===== src/rtl/uart_rx.sv =====
// -----------------------------------------------------------------------------
// uart_rx -- asynchronous serial receiver with runtime frame configuration.
//
// Oversamples the line with the system clock. Each bit is sampled at its
// middle, measured from the detected falling edge of the start bit. Supports
// 5..8 data bits, optional odd/even parity, and 1 or 2 stop bits. The frame
// configuration is captured when the start edge is seen, so later changes
// to cfg_reg_in do not affect a frame that is already in progress.
//
// Optional build macro:
//   UART_RX_MAJORITY_EN - each bit decision is the 2-of-3 majority of the
//                         synchronized line at ticks mid-1, mid and mid+1.
//                         When undefined, the single mid-tick value is used.
//
// Parameters:
//   CLK_FREQ_HZ        system clock frequency in Hz
//   BAUD_RATE          line bit rate
//
// Ports:
//   clk                system clock, rising edge
//   rst_n              asynchronous active-low reset
//   rxd_in             serial line (asynchronous, idle high)
//   cfg_reg_in[4:0]    [1:0] data bits-5, [2] two stop bits,
//                      [3] parity enable, [4] parity even(1)/odd(0)
//   rx_data_out[7:0]   last received character, LSB-aligned
//   rx_done_out        one-cycle pulse per completed frame
//   parity_error_out   parity mismatch of the last frame
//   framing_error_out  a stop bit of the last frame was sampled low
//   rx_busy_out        high from start detection through the done cycle
// -----------------------------------------------------------------------------
module uart_rx #(
   parameter int CLK_FREQ_HZ = 50_000_000,
   parameter int BAUD_RATE   = 115200
) (
   input  logic       clk,
   input  logic       rst_n,
   input  logic       rxd_in,
   input  logic [4:0] cfg_reg_in,
   output logic [7:0] rx_data_out,
   output logic       rx_done_out,
   output logic       parity_error_out,
   output logic       framing_error_out,
   output logic       rx_busy_out
);

   localparam int BIT_TICKS = CLK_FREQ_HZ / BAUD_RATE;
   localparam int HALF      = BIT_TICKS / 2;
   localparam int CNT_W     = (BIT_TICKS > 1) ? $clog2(BIT_TICKS) : 1;

   localparam logic [CNT_W-1:0] HALF_M1 = CNT_W'(HALF - 1);
   localparam logic [CNT_W-1:0] BIT_M1  = CNT_W'(BIT_TICKS - 1);

   typedef enum logic [2:0] {
      IDLE,
      START,
      DATA,
      PARITY,
      STOP
   } state_t;

   // Line synchronizer and one-cycle history of the synchronized value
   logic       sync1_q;
   logic       sync2_q;
   logic       prev_q;

   state_t     state_q;
   logic [CNT_W-1:0] cnt_q;
   logic [2:0] bit_idx_q;
   logic [2:0] last_idx_q;
   logic       stop2_q;
   logic       stop_idx_q;
   logic       par_en_q;
   logic       par_even_q;
   logic [7:0] shreg_q;
   logic       par_acc_q;
   logic       perr_q;
   logic       ferr_q;

   logic [7:0] data_q;
   logic       done_q;
   logic       perr_out_q;
   logic       ferr_out_q;
   logic       busy_q;

   logic       bit_d;
   logic       tick_d;

   // sync1_q already holds the value sync2_q will take on the next tick, so
   // (prev_q, sync2_q, sync1_q) is the synchronized line at mid-1, mid, mid+1
   // without delaying the decision.
`ifdef UART_RX_MAJORITY_EN
   assign bit_d = (prev_q & sync2_q) | (prev_q & sync1_q) | (sync2_q & sync1_q);
`else
   assign bit_d = sync2_q;
`endif

   // Start bit is sampled half a bit after the edge; every later bit one
   // full bit time after the previous sample.
   assign tick_d = (state_q == START) ? (cnt_q == HALF_M1) : (cnt_q == BIT_M1);

   always_ff @(posedge clk or negedge rst_n) begin
      if (!rst_n) begin
         sync1_q    <= 1'b1;
         sync2_q    <= 1'b1;
         prev_q     <= 1'b1;
         state_q    <= IDLE;
         cnt_q      <= '0;
         bit_idx_q  <= '0;
         last_idx_q <= '0;
         stop2_q    <= 1'b0;
         stop_idx_q <= 1'b0;
         par_en_q   <= 1'b0;
         par_even_q <= 1'b0;
         shreg_q    <= '0;
         par_acc_q  <= 1'b0;
         perr_q     <= 1'b0;
         ferr_q     <= 1'b0;
         data_q     <= '0;
         done_q     <= 1'b0;
         perr_out_q <= 1'b0;
         ferr_out_q <= 1'b0;
         busy_q     <= 1'b0;
      end else begin
         sync1_q <= rxd_in;
         sync2_q <= sync1_q;
         prev_q  <= sync2_q;
         done_q  <= 1'b0;

         case (state_q)
            IDLE: begin
               busy_q <= 1'b0;
               // A held-low line (break) never produces a 1->0 transition,
               // so no new frame starts until it returns high and falls.
               if (prev_q && !sync2_q) begin
                  state_q    <= START;
                  busy_q     <= 1'b1;
                  cnt_q      <= '0;
                  bit_idx_q  <= '0;
                  last_idx_q <= {1'b0, cfg_reg_in[1:0]} + 3'd4;
                  stop2_q    <= cfg_reg_in[2];
                  par_en_q   <= cfg_reg_in[3];
                  par_even_q <= cfg_reg_in[4];
                  stop_idx_q <= 1'b0;
                  shreg_q    <= '0;
                  par_acc_q  <= 1'b0;
                  perr_q     <= 1'b0;
                  ferr_q     <= 1'b0;
               end
            end

            START: begin
               if (tick_d) begin
                  cnt_q <= '0;
                  if (bit_d) begin
                     // Line back high at mid start bit: treat as a glitch
                     state_q <= IDLE;
                     busy_q  <= 1'b0;
                  end else begin
                     state_q <= DATA;
                  end
               end else begin
                  cnt_q <= cnt_q + CNT_W'(1);
               end
            end

            DATA: begin
               if (tick_d) begin
                  cnt_q              <= '0;
                  shreg_q[bit_idx_q] <= bit_d;
                  par_acc_q          <= par_acc_q ^ bit_d;
                  if (bit_idx_q == last_idx_q) begin
                     state_q <= par_en_q ? PARITY : STOP;
                  end else begin
                     bit_idx_q <= bit_idx_q + 3'd1;
                  end
               end else begin
                  cnt_q <= cnt_q + CNT_W'(1);
               end
            end

            PARITY: begin
               if (tick_d) begin
                  cnt_q   <= '0;
                  // XOR of data+parity must be 1 for odd, 0 for even
                  perr_q  <= par_acc_q ^ bit_d ^ ~par_even_q;
                  state_q <= STOP;
               end else begin
                  cnt_q <= cnt_q + CNT_W'(1);
               end
            end

            STOP: begin
               if (tick_d) begin
                  cnt_q <= '0;
                  if (stop2_q && !stop_idx_q) begin
                     stop_idx_q <= 1'b1;
                     if (!bit_d) begin
                        ferr_q <= 1'b1;
                     end
                  end else begin
                     state_q    <= IDLE;
                     done_q     <= 1'b1;
                     data_q     <= shreg_q;
                     perr_out_q <= perr_q;
                     ferr_out_q <= ferr_q | ~bit_d;
                  end
               end else begin
                  cnt_q <= cnt_q + CNT_W'(1);
               end
            end

            default: begin
               state_q <= IDLE;
               busy_q  <= 1'b0;
            end
         endcase
      end
   end

   assign rx_data_out       = data_q;
   assign rx_done_out       = done_q;
   assign parity_error_out  = perr_out_q;
   assign framing_error_out = ferr_out_q;
   assign rx_busy_out       = busy_q;

endmodule

===== config.mk =====
export PLATFORM = sky130hd
export DESIGN_NAME = uart_rx
export DESIGN_NICKNAME = d
export VERILOG_FILES = /design/src/rtl/uart_rx.sv
export SDC_FILE = /design/constraint.sdc
export NUM_CORES = 1
export LEC_CHECK = 0
export CAP_MARGIN = 20
export CORE_ASPECT_RATIO = 0.6
export CORE_MARGIN = 2
export CORE_UTILIZATION = 30
export DETAILED_ROUTE_END_ITERATION = 8
export GPL_ROUTABILITY_DRIVEN = 0
export HOLD_SLACK_MARGIN = 0.12
export PLACE_DENSITY = 0.5
export SYNTH_ARGS = -nofsm -noshare
export SYNTH_HDL_FRONTEND = slang
export SYNTH_SLANG_ARGS = --single-unit

===== constraint.sdc =====
create_clock -name clk -period 2.16 [get_ports clk]
set_clock_uncertainty 0.2 [all_clocks]
set_input_delay 0.432 -clock clk [delete_from_list [all_inputs] [get_ports clk]]
set_output_delay 0.432 -clock clk [all_outputs]
set_load 0.005 [all_outputs]

Word level (Yosys, flattened, before mapping) --
Index checks and enable logic that the tools add are counted.
Word-level totals: input port bits 8, word-level logic and storage cells 115, flip-flop bits (word level) 48
Operators by class: order comparisons 2, eq/ne operators 18, $add $sub $neg 3, muxes and demuxes 43, bitwise operators 7, reductions and logical operators 22
Operators with widths (number):
- $mux 3 | 11
- $ne 2x2->1 const B | 11
- $mux 9 | 2
- $pmux 9 s2 | 1
- $mux 1 | 16
- $mux 8 | 2
- $pmux 8 s2 | 1
- $pmux 3 s5 | 1
- $reduce_and 3->1 | 4
- $add 9x1->9 const B | 1
- $eq 9x8->1 const B | 1
- $eq 9x9->1 const B | 1
- $bwmux 8 | 1
- $pmux 1 s2 | 4
- $reduce_and 4->1 | 2
- $reduce_bool 2->1 | 4
- $reduce_and 7->1 | 1
- $eq 3x2->1 const B | 2
- $pmux 3 s2 | 1
- $reduce_and 5->1 | 1
- $lt 3x4->1 const B | 1
- $not 1->1 | 4
- $reduce_and 2->1 | 2
- $reduce_or 4->1 | 1
- 15 further kinds | 19

Logic depth before layout (Yosys ltp) --
Gate-level depths: netlist of run 1.
depth after elaboration 7, gate-level depth with buffers 7, gate-level depth less buffers 5

Worst setup path after synthesis of run 1 --
Ideal clock, no wire load.
path type reg-to-reg, start register cnt_q[6], end register perr_out_q (netlist: parity_error_out), period minus slack after synthesis 2.066 ns, setup slack 0.094 ns, stages on the path, launching flop included 6, required time 1.835 ns, data arrival time 1.741 ns, cell sequence dfrtp_1 > nand4bb_4 > or3_4 > nor2_1 > buf_4 > mux2_2
On the way: word-level cells in the longest chain between the ends 3, elaborated cells on any way between the ends 4, those cells by class eq/ne: 2; mux: 1; reduce/logical: 1
Ends and longest elaborated chain:
- start: declaration | line 67 | logic [CNT_W-1:0] cnt_q;
- start signal: assignment | line 162 | cnt_q <= cnt_q + CNT_W'(1);
- start signal: assignment | line 177 | cnt_q <= cnt_q + CNT_W'(1);
- start signal: assignment | line 188 | cnt_q <= cnt_q + CNT_W'(1);
- $eq 9x9->1 or $eq 9x8->1 (tied branches) | line 99 | assign tick_d = (state_q == START) ? (cnt_q == HALF_M1) : (cnt_q == BIT_M1);
- $mux 1 (*) | line 99
- $reduce_and 3->1 (no source line) (*)
- end signal: assignment | line 204 | perr_out_q <= perr_q;
- end: declaration | line 81 | logic perr_out_q;
Mark *: on every way between the ends. The rest lies on a longest branch, timed or not. A chain may end at the register's enable or synchronous reset.

Final worst setup path of run 1 --
start register cnt_q[5], end register shreg_q[4]
On the way: word-level cells in the longest chain between the ends 4, elaborated cells on any way between the ends 5, those cells by class eq/ne: 3; mux: 1; reduce/logical: 1
Ends and longest elaborated chain:
- $eq 9x9->1 or $eq 9x8->1 (tied branches) | line 99
- $mux 1 (*) | line 99
- $ne 2x2->1 (no source line) (*)
- $reduce_and 3->1 (no source line) (*)
- end signal: indexed assignment | line 169 | shreg_q[bit_idx_q] <= bit_d;
- end: declaration | line 74 | logic [7:0] shreg_q;
Marks and branches as above.

==> results.cfg, run 1 <==
[die]
core_area_mm2 = 0.00782
num_rows = 25
die-area_mm2 = 0.00874
start_util = 0.306
ioPinCount = 20
die_w_um = 119
fp.dieH_um = 73.2

[drt]
drc = 0
drtPass1Iterations = 4
routed-via-count = 1788
avgViaCountPerCell = 4.76
drt_iter0_markers = 78
antenna_left = 0
wl_per_cell_um = 14.2
wl_um = 5350

[critical_path]
cp-end-kind = flop
r2r_slack_ns = 0.12
r2r_cells = 5
critPathMaxFanout = 4
critPathRequiredTime_ns = 2.13
critPathMaxStageDelay_ns = 0.52
worst-setup-path-type = reg -> reg
startpoint_type = flop
worstReg2RegEnd = shreg_q[4]
slowest_stage = or4_4
crit_arrival_ns = 2.01
cp_cell_sequence = nand4bb_4 -> or3_4 -> or4_4 -> nand3_1 -> o21ai_1
r2r-start = cnt_q[5]

[cts]
cts_buffers = 5
clk_latency_ns = 0.30
cts.clk_slew.worst_paths_ns = 0.07
cts_sinks = 48
root_buffer = clkbuf_16
tritoncts = yes
cts_max_level = 2
cts_buffer_depth = 2

[status]
status = complete, no violations

[timing]
fin_ws_ns = 0.119
min_period_over_period = 0.945
fin_crit_ns = 2.04
setup_violations = 0
fin_tns_setup_ns = 0
slew_viol_final = 0
hold_slack_ns = 0.158
rsz0062_at_grt = false
hold_violations = 0
slew-limit-headroom = 0.677
tightest_slew_ns = 0.484
timing.fmax_mhz = 490

[hold_path]
whs_path_depth = 0
hold_class = reg -> reg
holdCritStartpoint = sync1_q
holdPathEnd = bit_d

[synthesis]
synth-edff-count = 0
synth_cells = 224
seq_area_frac_synth = 0.503
synth.area.top_cells = dfrtp_1 47%, mux2_2 7.0%, xnor2_1 4.0%
ys_ff_latch = 48
yosys.area.top_type = dfrtp_1
synthesis.area_mm2 = 0.00240
synth.avg_cell_area_um2 = 10.7
synth_top_area_share = 0.470
synth_nets = 234
yosys_warnings = 0
synthFlopType = dfrtp_1
ys_types = 52
async_reset_ff_frac = 1.00

[run]
max_cap_viol_count = 0

[cells_and_area]
drive_above_1_share = 0.246
areaGrowthSynthToFinish_pct = 28.2
fin_nets = 277
n_antenna_cell = 0
num-fill-cells = 795
final_cell_area_mm2 = 0.00307

[global_routing]
grt_pass1_vias = 1751
track_usage = 0.139
antenna_found_initial = 0
grt_pass1_wl_um = 9170
grt_max_degree = 30
overflow = 0

[pwr]
p_leak_nw = 1.32
peakVddDrop_v = 0.000317
powerDensity_mw_per_mm2 = 836

[place]
port_buffers = 19
hpwl_um = 4010
placed_area_mm2 = 0.00288
dp_slack_ns = 0.130
cells by family (layout without fill, tap and decap cells):
kind of cell    Yosys count  count (layout)  share of synthesized area
simple gates             87              87                      0.208
mux                      18              18                     0.0830
flops                    48              48                      0.503
compound gates           42              42                      0.125
fa+ha+maj                 2               2                     0.0104
buf+inv                  15              59                     0.0266
xor+xnor                 12              12                     0.0439
power breakdown:
group / switching, mW / internal, mW
clock network: 0.359 / 0.551
registers: 0.107 / 1.01
logic: 0.260 / 0.280
cells in the mapped netlist, types with 4 or more instances:
library cell,n
dfrtp_1,45
nor2_1,20
nand2_1,19
mux2_2,15
nand3_1,11
xnor2_1,11
a21oi_1,6
clkbuf_1,6
inv_1,5
o211ai_1,5
o21ai_0,5
o31ai_1,5
nand4_1,4
nor3_1,4
placed cells by master (no fill, tap or decap), drive strengths merged, types with 3 or more instances in the layout:
| cell | synthesis | layout |
|---|---|---|
| buf | 4 | 27 |
| nand3 | 11 | 11 |
| clkdlybuf4s50 | 0 | 18 |
| o211ai | 5 | 5 |
| nor3 | 7 | 7 |
| nor2 | 20 | 20 |
| or4 | 3 | 3 |
| a21oi | 6 | 6 |
| o21ai | 9 | 9 |
| nor3b | 3 | 3 |
| dfstp | 3 | 3 |
| mux2 | 15 | 15 |
| nor4 | 3 | 3 |
| nand2b | 3 | 3 |
| inv | 5 | 6 |
| nand2 | 19 | 19 |
| nand4 | 4 | 4 |
| dfrtp | 45 | 45 |
| xnor2 | 11 | 11 |
| clkbuf | 6 | 5 |
| o31ai | 5 | 5 |
| mux2i | 3 | 3 |
state kept, by name, indices dropped and copies added, names as in the netlist, 3 cells and up:
register,count
cnt_q,9
shreg_q,8
state_q,3
bit_idx_q,3
last_idx_q,3
rx_data_out,8
stage by stage:
step	utilization	total power [mW]	std cells
after CTS	0.391	2.59	376
after global placement	0.368	1.67	367
after detailed placement	0.368	1.67	367
after global routing	0.393	2.73	376
after floorplan	-	1.44	224
final	0.393	2.57	376
worst max-delay path, delay by kind of cell, from the launching register on:
kind	cells	cell delay (ns)
compound gates	1	0.06
flops	1	0.48
simple gates	4	1.18
per-layer routing:
metal	vias to the layer above	GRT usage	share of wire
li1	906	-	-
met1	844	0.220	0.58
met2	30	0.169	0.36
met3	8	0.0422	0.038
met4	0	0.0510	0.014
met5	-	0	0
worst max path at each step:
| stage | start | slack, ns | to | cells past startpoint |
|---|---|---|---|---|
| 3_3_place_gp | state_q[1] | 0.11 | ferr_q | 5 |
| 5_1_grt | state_q[2] | 0.006 | cnt_q[5] | 6 |
| 3_5_place_dp | cnt_q[6] | 0.13 | shreg_q[1] | 5 |
| 6_report | cnt_q[5] | 0.12 | shreg_q[4] | 5 |
| 2_1_floorplan | cnt_q[6] | 0.09 | parity_error_out | 5 |
| 4_1_cts | state_q[1] | 0.11 | ferr_q | 5 |
area by class of cell:
type	instances	area [µm²]	area share
tap	108	135	0.0440
timing repair buffer	46	403	0.131
clock buffer	5	125	0.0407
clock inverter	3	46.3	0.0151
multi-input combinational	161	1140	0.371
sequential	48	1200	0.392
inverter	5	18.8	0.00611
repair_timing:
| item | 4_1_cts | 5_1_grt |
|---|---|---|
| buffers inserted | 0 | 0 |
| hold buffers | 1 | 0 |
| setup endpoints to repair | 0 | 1 |
| resized for setup | 0 | 2 |
| endpoints found under the hold margin | 19 | 0 |
Note: power is estimated with default switching activity, not from simulation.
==> run 2: changes to the inputs <==
--- a/config.mk
+++ b/config.mk
@@ -12,7 +12,7 @@
 export DETAILED_ROUTE_END_ITERATION = 8
 export GPL_ROUTABILITY_DRIVEN = 0
 export HOLD_SLACK_MARGIN = 0.12
-export PLACE_DENSITY = 0.5
+export SKIP_CTS_REPAIR_TIMING = 1
 export SYNTH_ARGS = -nofsm -noshare
 export SYNTH_HDL_FRONTEND = slang
 export SYNTH_SLANG_ARGS = --single-unit
==> run 2 against run 1 <==
- count of clock-buffer cells in the layout rose by 2
- critical path type unchanged
- hold slack worse by 0.0010 ns
- sequential share of layout area up 0.71 points
- register-to-register slack got worse by 0.04 ns
- highest routed layer unchanged
- die area did not move
- wire length up 0.22%
- critical path depth is the same
- sequential cell count unchanged
- non-clock buffer count shrank 4
- global-route usage is 0.80 points lower
==> results.cfg, run 2 (same netlist as run 1, synthesis figures left out) <==
[hold_path]
hold_class = reg -> reg
holdPathEnd = bit_d
holdCritStartpoint = sync1_q
whs_path_depth = 0

[critical_path]
crit_arrival_ns = 2.06
worst-setup-path-type = reg -> reg
worstReg2RegEnd = rx_data_out[3]
r2r_cells = 5
cp-end-kind = flop
startpoint_type = flop
r2r_slack_ns = 0.08
critPathMaxFanout = 7
r2r-start = cnt_q[6]
critPathRequiredTime_ns = 2.13

[timing]
rsz0062_at_grt = false
slew-limit-headroom = 0.686
timing.fmax_mhz = 480
fin_crit_ns = 2.08
fin_tns_setup_ns = 0
min_period_over_period = 0.964
slew_viol_final = 0
hold_violations = 0
setup_violations = 0
tightest_slew_ns = 0.472

[die]
ioPinCount = 20
die_w_um = 119
core_area_mm2 = 0.00782
fp.dieH_um = 73.2
die-area_mm2 = 0.00874
start_util = 0.306
num_rows = 25

[drt]
drc = 0
wl_per_cell_um = 14.4
routed-via-count = 1817
drt_iter0_markers = 148
route.met2.wl_um = 2050
highest_layer = met4
antenna_left = 0
avgViaCountPerCell = 4.88
drtPass1Iterations = 4
met3_length_um = 287
m1WireLength_um = 2970
wl_um = 5370

[run]
max_cap_viol_count = 0

[pwr]
p_leak_nw = 1.29
finalPower_mw = 2.46
peakVddDrop_v = 0.000344
powerDensity_mw_per_mm2 = 814

[place]
port_buffers = 19
placed_area_mm2 = 0.00285
hpwl_um = 4020

[cells_and_area]
areaGrowthSynthToFinish_pct = 26.1
regMostFlops = cnt_q
utilization = 0.386
largest_register_ffs = 9
final_common_cell = dfrtp_1
layout_common_cells = 44 x dfrtp_1, 21 x buf_4, 20 x nor2_1
n_antenna_cell = 0
fin_nets = 273
final_cell_area_mm2 = 0.00302
drive_above_1_share = 0.235

[cts]
cts_buffer_depth = 2
cts_buffers = 5
root_buffer = clkbuf_16
cts.clk_slew.worst_paths_ns = 0.06
cts_sinks = 48
tritoncts = yes
clk_latency_ns = 0.29
cts_max_level = 2

[status]
status = complete, no violations

[global_routing]
grt_pass1_vias = 1687
track_usage = 0.131
grt_max_degree = 30
grt_pass1_wl_um = 8790
antenna_found_initial = 0
overflow = 0
==> run 2: area by class of cell <==
type / count / area (µm²)
well taps: 108 / 135
clock buffers: 7 / 143
multi-input cells: 161 / 1140
inverters: 5 / 18.8
fillers: 786 / 4800
flip-flops and latches: 48 / 1210
clock inverters: 1 / 7.51
repair buffers: 42 / 373
==> run 2: worst max-delay path by stage <==
stage | from | endpoint | slack, ns | cells past startpoint
after global routing | cnt_q[6] | rx_data_out[3] | 0.001 | 5
after global placement | cnt_q[6] | parity_error_out | 0.11 | 5
after detailed placement | cnt_q[7] | rx_data_out[3] | 0.09 | 5
after floorplan | cnt_q[6] | parity_error_out | 0.09 | 5
final | cnt_q[6] | rx_data_out[3] | 0.08 | 5
after CTS | cnt_q[7] | rx_data_out[3] | 0.07 | 5
==> run 2: where the power goes <==
group / switching, mW / leakage [nW] / total (mW) / internal, mW
Clock: 0.337 / 0.0701 / 0.799 / 0.462
Sequential: 0.0903 / 0.629 / 1.10 / 1.01
Combinational: 0.275 / 0.589 / 0.558 / 0.283
Total: 0.702 / 1.29 / 2.46 / 1.76
==> run 2: routing by layer <==
| metal | vias up | GRT usage |
|---|---|---|
| met5 | - | 0 |
| met4 | 0 | 0.0353 |
| met3 | 7 | 0.0328 |
| met2 | 51 | 0.178 |
| met1 | 861 | 0.203 |
| li1 | 898 | - |
==> run 2: critical path: stages, from the launching register on <==
cell and delay (ns):
dfrtp_1 0.38, nand4bb_4 0.24, or3_4 0.40, nor2_1 0.21, buf_4 0.20, mux2_2 0.34
==> run 2: through the flow <==
step	std cells	hold slack [ns]	setup WS, ns
2_1_floorplan	224	-0.0636	0.0943
3_3_place_gp	363	0.146	0.106
3_5_place_dp	363	0.147	0.0916
4_1_cts	371	-0.0933	0.0678
5_1_grt	372	0.161	0.00128
6_report	372	0.157	0.0784
==> run 3: changes to the inputs <==
--- a/config.mk
+++ b/config.mk
@@ -8,7 +8,8 @@
 export CAP_MARGIN = 20
 export CORE_ASPECT_RATIO = 0.6
 export CORE_MARGIN = 2
-export CORE_UTILIZATION = 30
+export CORE_UTILIZATION = 41
+export CTS_BUF_LIST = sky130_fd_sc_hd__clkbuf_16
 export DETAILED_ROUTE_END_ITERATION = 8
 export GPL_ROUTABILITY_DRIVEN = 0
 export HOLD_SLACK_MARGIN = 0.12
==> run 3 against run 2 <==
- clock power fell by 8.3%
- non-clock buffer count did not move
- critical path type unchanged
- critical endpoint is now cnt_q[6]
- global-route usage rose by 4.7 points
- cell area fell by 1.8%
- count of clock-buffer cells in the layout fell by 2
- critical path depth did not move
- die area fell by 26%
- utilization rose by 14 points
==> results.cfg, run 3 (same netlist as run 1, synthesis figures left out) <==
[cts]
root_buffer = clkbuf_16
cts_buffer_depth = 2
cts.clk_slew.worst_paths_ns = 0.06
tritoncts = yes
clk_latency_ns = 0.29
cts_buffers = 5
cts_sinks = 48
cts_max_level = 2

[die]
die_w_um = 103
fp.dieH_um = 63.2
die-area_mm2 = 0.00649
start_util = 0.428
core_area_mm2 = 0.00560
ioPinCount = 20
num_rows = 21

[drt]
wl_um = 5140
avgViaCountPerCell = 5.37
drc = 0
routed-via-count = 1842
antenna_left = 0
drt_iter0_markers = 133
wl_per_cell_um = 15.0
drtPass1Iterations = 4

[critical_path]
worst-path-buf-inv = 0
slowest_stage = o21ai_1
worst-setup-path-type = reg -> reg
cp_top_family = simple AND/OR/NAND/NOR gates
critPathRequiredTime_ns = 2.11
cp-end-kind = flop
startpoint_type = flop
critPathMaxFanout = 10
cp_cell_sequence = nor3b_2 -> and3_1 -> o21ai_4 -> o21ai_1 -> nor2_1
critPathMaxStageDelay_ns = 0.47
crit_arrival_ns = 2.02

[global_routing]
grt_max_degree = 49
grt_pass1_wl_um = 8740
antenna_found_initial = 0
track_usage = 0.178
overflow = 0
grt_pass1_vias = 1699

[cells_and_area]
areaGrowthSynthToFinish_pct = 23.8
layout_common_cells = 45 x dfrtp_1, 21 x buf_4, 20 x nor2_1
largest_register_ffs = 9
fin_cells = 343
n_antenna_cell = 0
final_cell_area_mm2 = 0.00297
regMostFlops = cnt_q
final_common_cell = dfrtp_1
fin_nets = 273
drive_above_1_share = 0.224

[timing]
fin_ws_ns = 0.0978
rsz0062_at_grt = false
tightest_slew_ns = 0.508
slew-limit-headroom = 0.659
setup_violations = 0
timing.fmax_mhz = 485
hold_violations = 0
fin_crit_ns = 2.06
slew_viol_final = 0
min_period_over_period = 0.955
fin_tns_setup_ns = 0

[place]
placed_area_mm2 = 0.00281
dp_slack_ns = 0.114
dp_cells = 335
port_buffers = 19
hpwl_um = 3770

[run]
max_cap_viol_count = 0

[pwr]
powerDensity_mw_per_mm2 = 810
p_leak_nw = 1.29
finalPower_mw = 2.40
peakVddDrop_v = 0.000391

[hold_path]
hold_class = reg -> reg

[status]
status = complete, no violations
[run 3: changes by cell type in the layout (fill, tap and decap cells not counted), sizes merged]
cell	delta
clkbuf	-2
clkinv	+1
inv	+1
clkinvlp	-1
[run 3: worst reg2reg max path: stages (launching register included)]
cell     delay, ns
dfrtp_1       0.43
nor3b_2       0.30
and3_1        0.28
o21ai_4       0.14
o21ai_1       0.47
nor2_1        0.11
[run 3: path summary, 6_finish.rpt]
| check | start | depth (start not counted) | slack [ns] | end |
|---|---|---|---|---|
| setup reg to reg | state_q[0] | 5 | 0.1 | cnt_q[6] |
| hold / removal | sync1_q | 0 | 0.16 | bit_d |
| hold reg to reg | sync1_q | 0 | 0.16 | bit_d |
| setup / recovery | state_q[0] | 5 | 0.1 | cnt_q[6] |
| min in group asynchronous | rst_n | 3 | 0.46 | stop2_q |
| max in group asynchronous | rst_n | 3 | 1.01 | sync1_q |
[run 3: layout make-up]
| class | count | area [µm²] |
|---|---|---|
| inverters | 5 | 18.8 |
| well taps | 80 | 100 |
| multi-input cells | 161 | 1130 |
| fillers | 490 | 2630 |
| clock buffers | 5 | 125 |
| repair buffers | 42 | 373 |
| flip-flops and latches | 48 | 1200 |
| clock inverters | 2 | 8.76 |
[run 3: where the power goes]
group | switching (mW) | internal (mW) | leakage [nW] | total [mW]
Combinational | 0.275 | 0.284 | 0.589 | 0.560
Sequential | 0.0956 | 1.01 | 0.630 | 1.11
Clock | 0.316 | 0.416 | 0.0709 | 0.733
[run 3: routing by layer]
layer / wire length [µm] / vias up / GRT usage
met2: 1800 / 58 / 0.204
met5: 0 / - / 0
met3: 446 / 5 / 0.0499
met1: 2820 / 881 / 0.302
li1: - / 898 / -
met4: 63 / 0 / 0.0567
[run 3: per-stage QoR]
stage | hold slack, ns | utilization
after global routing | 0.163 | 0.530
after floorplan | -0.0636 | -
after global placement | 0.146 | 0.503
after detailed placement | 0.150 | 0.503
after CTS | -0.0710 | 0.527
final | 0.156 | 0.530
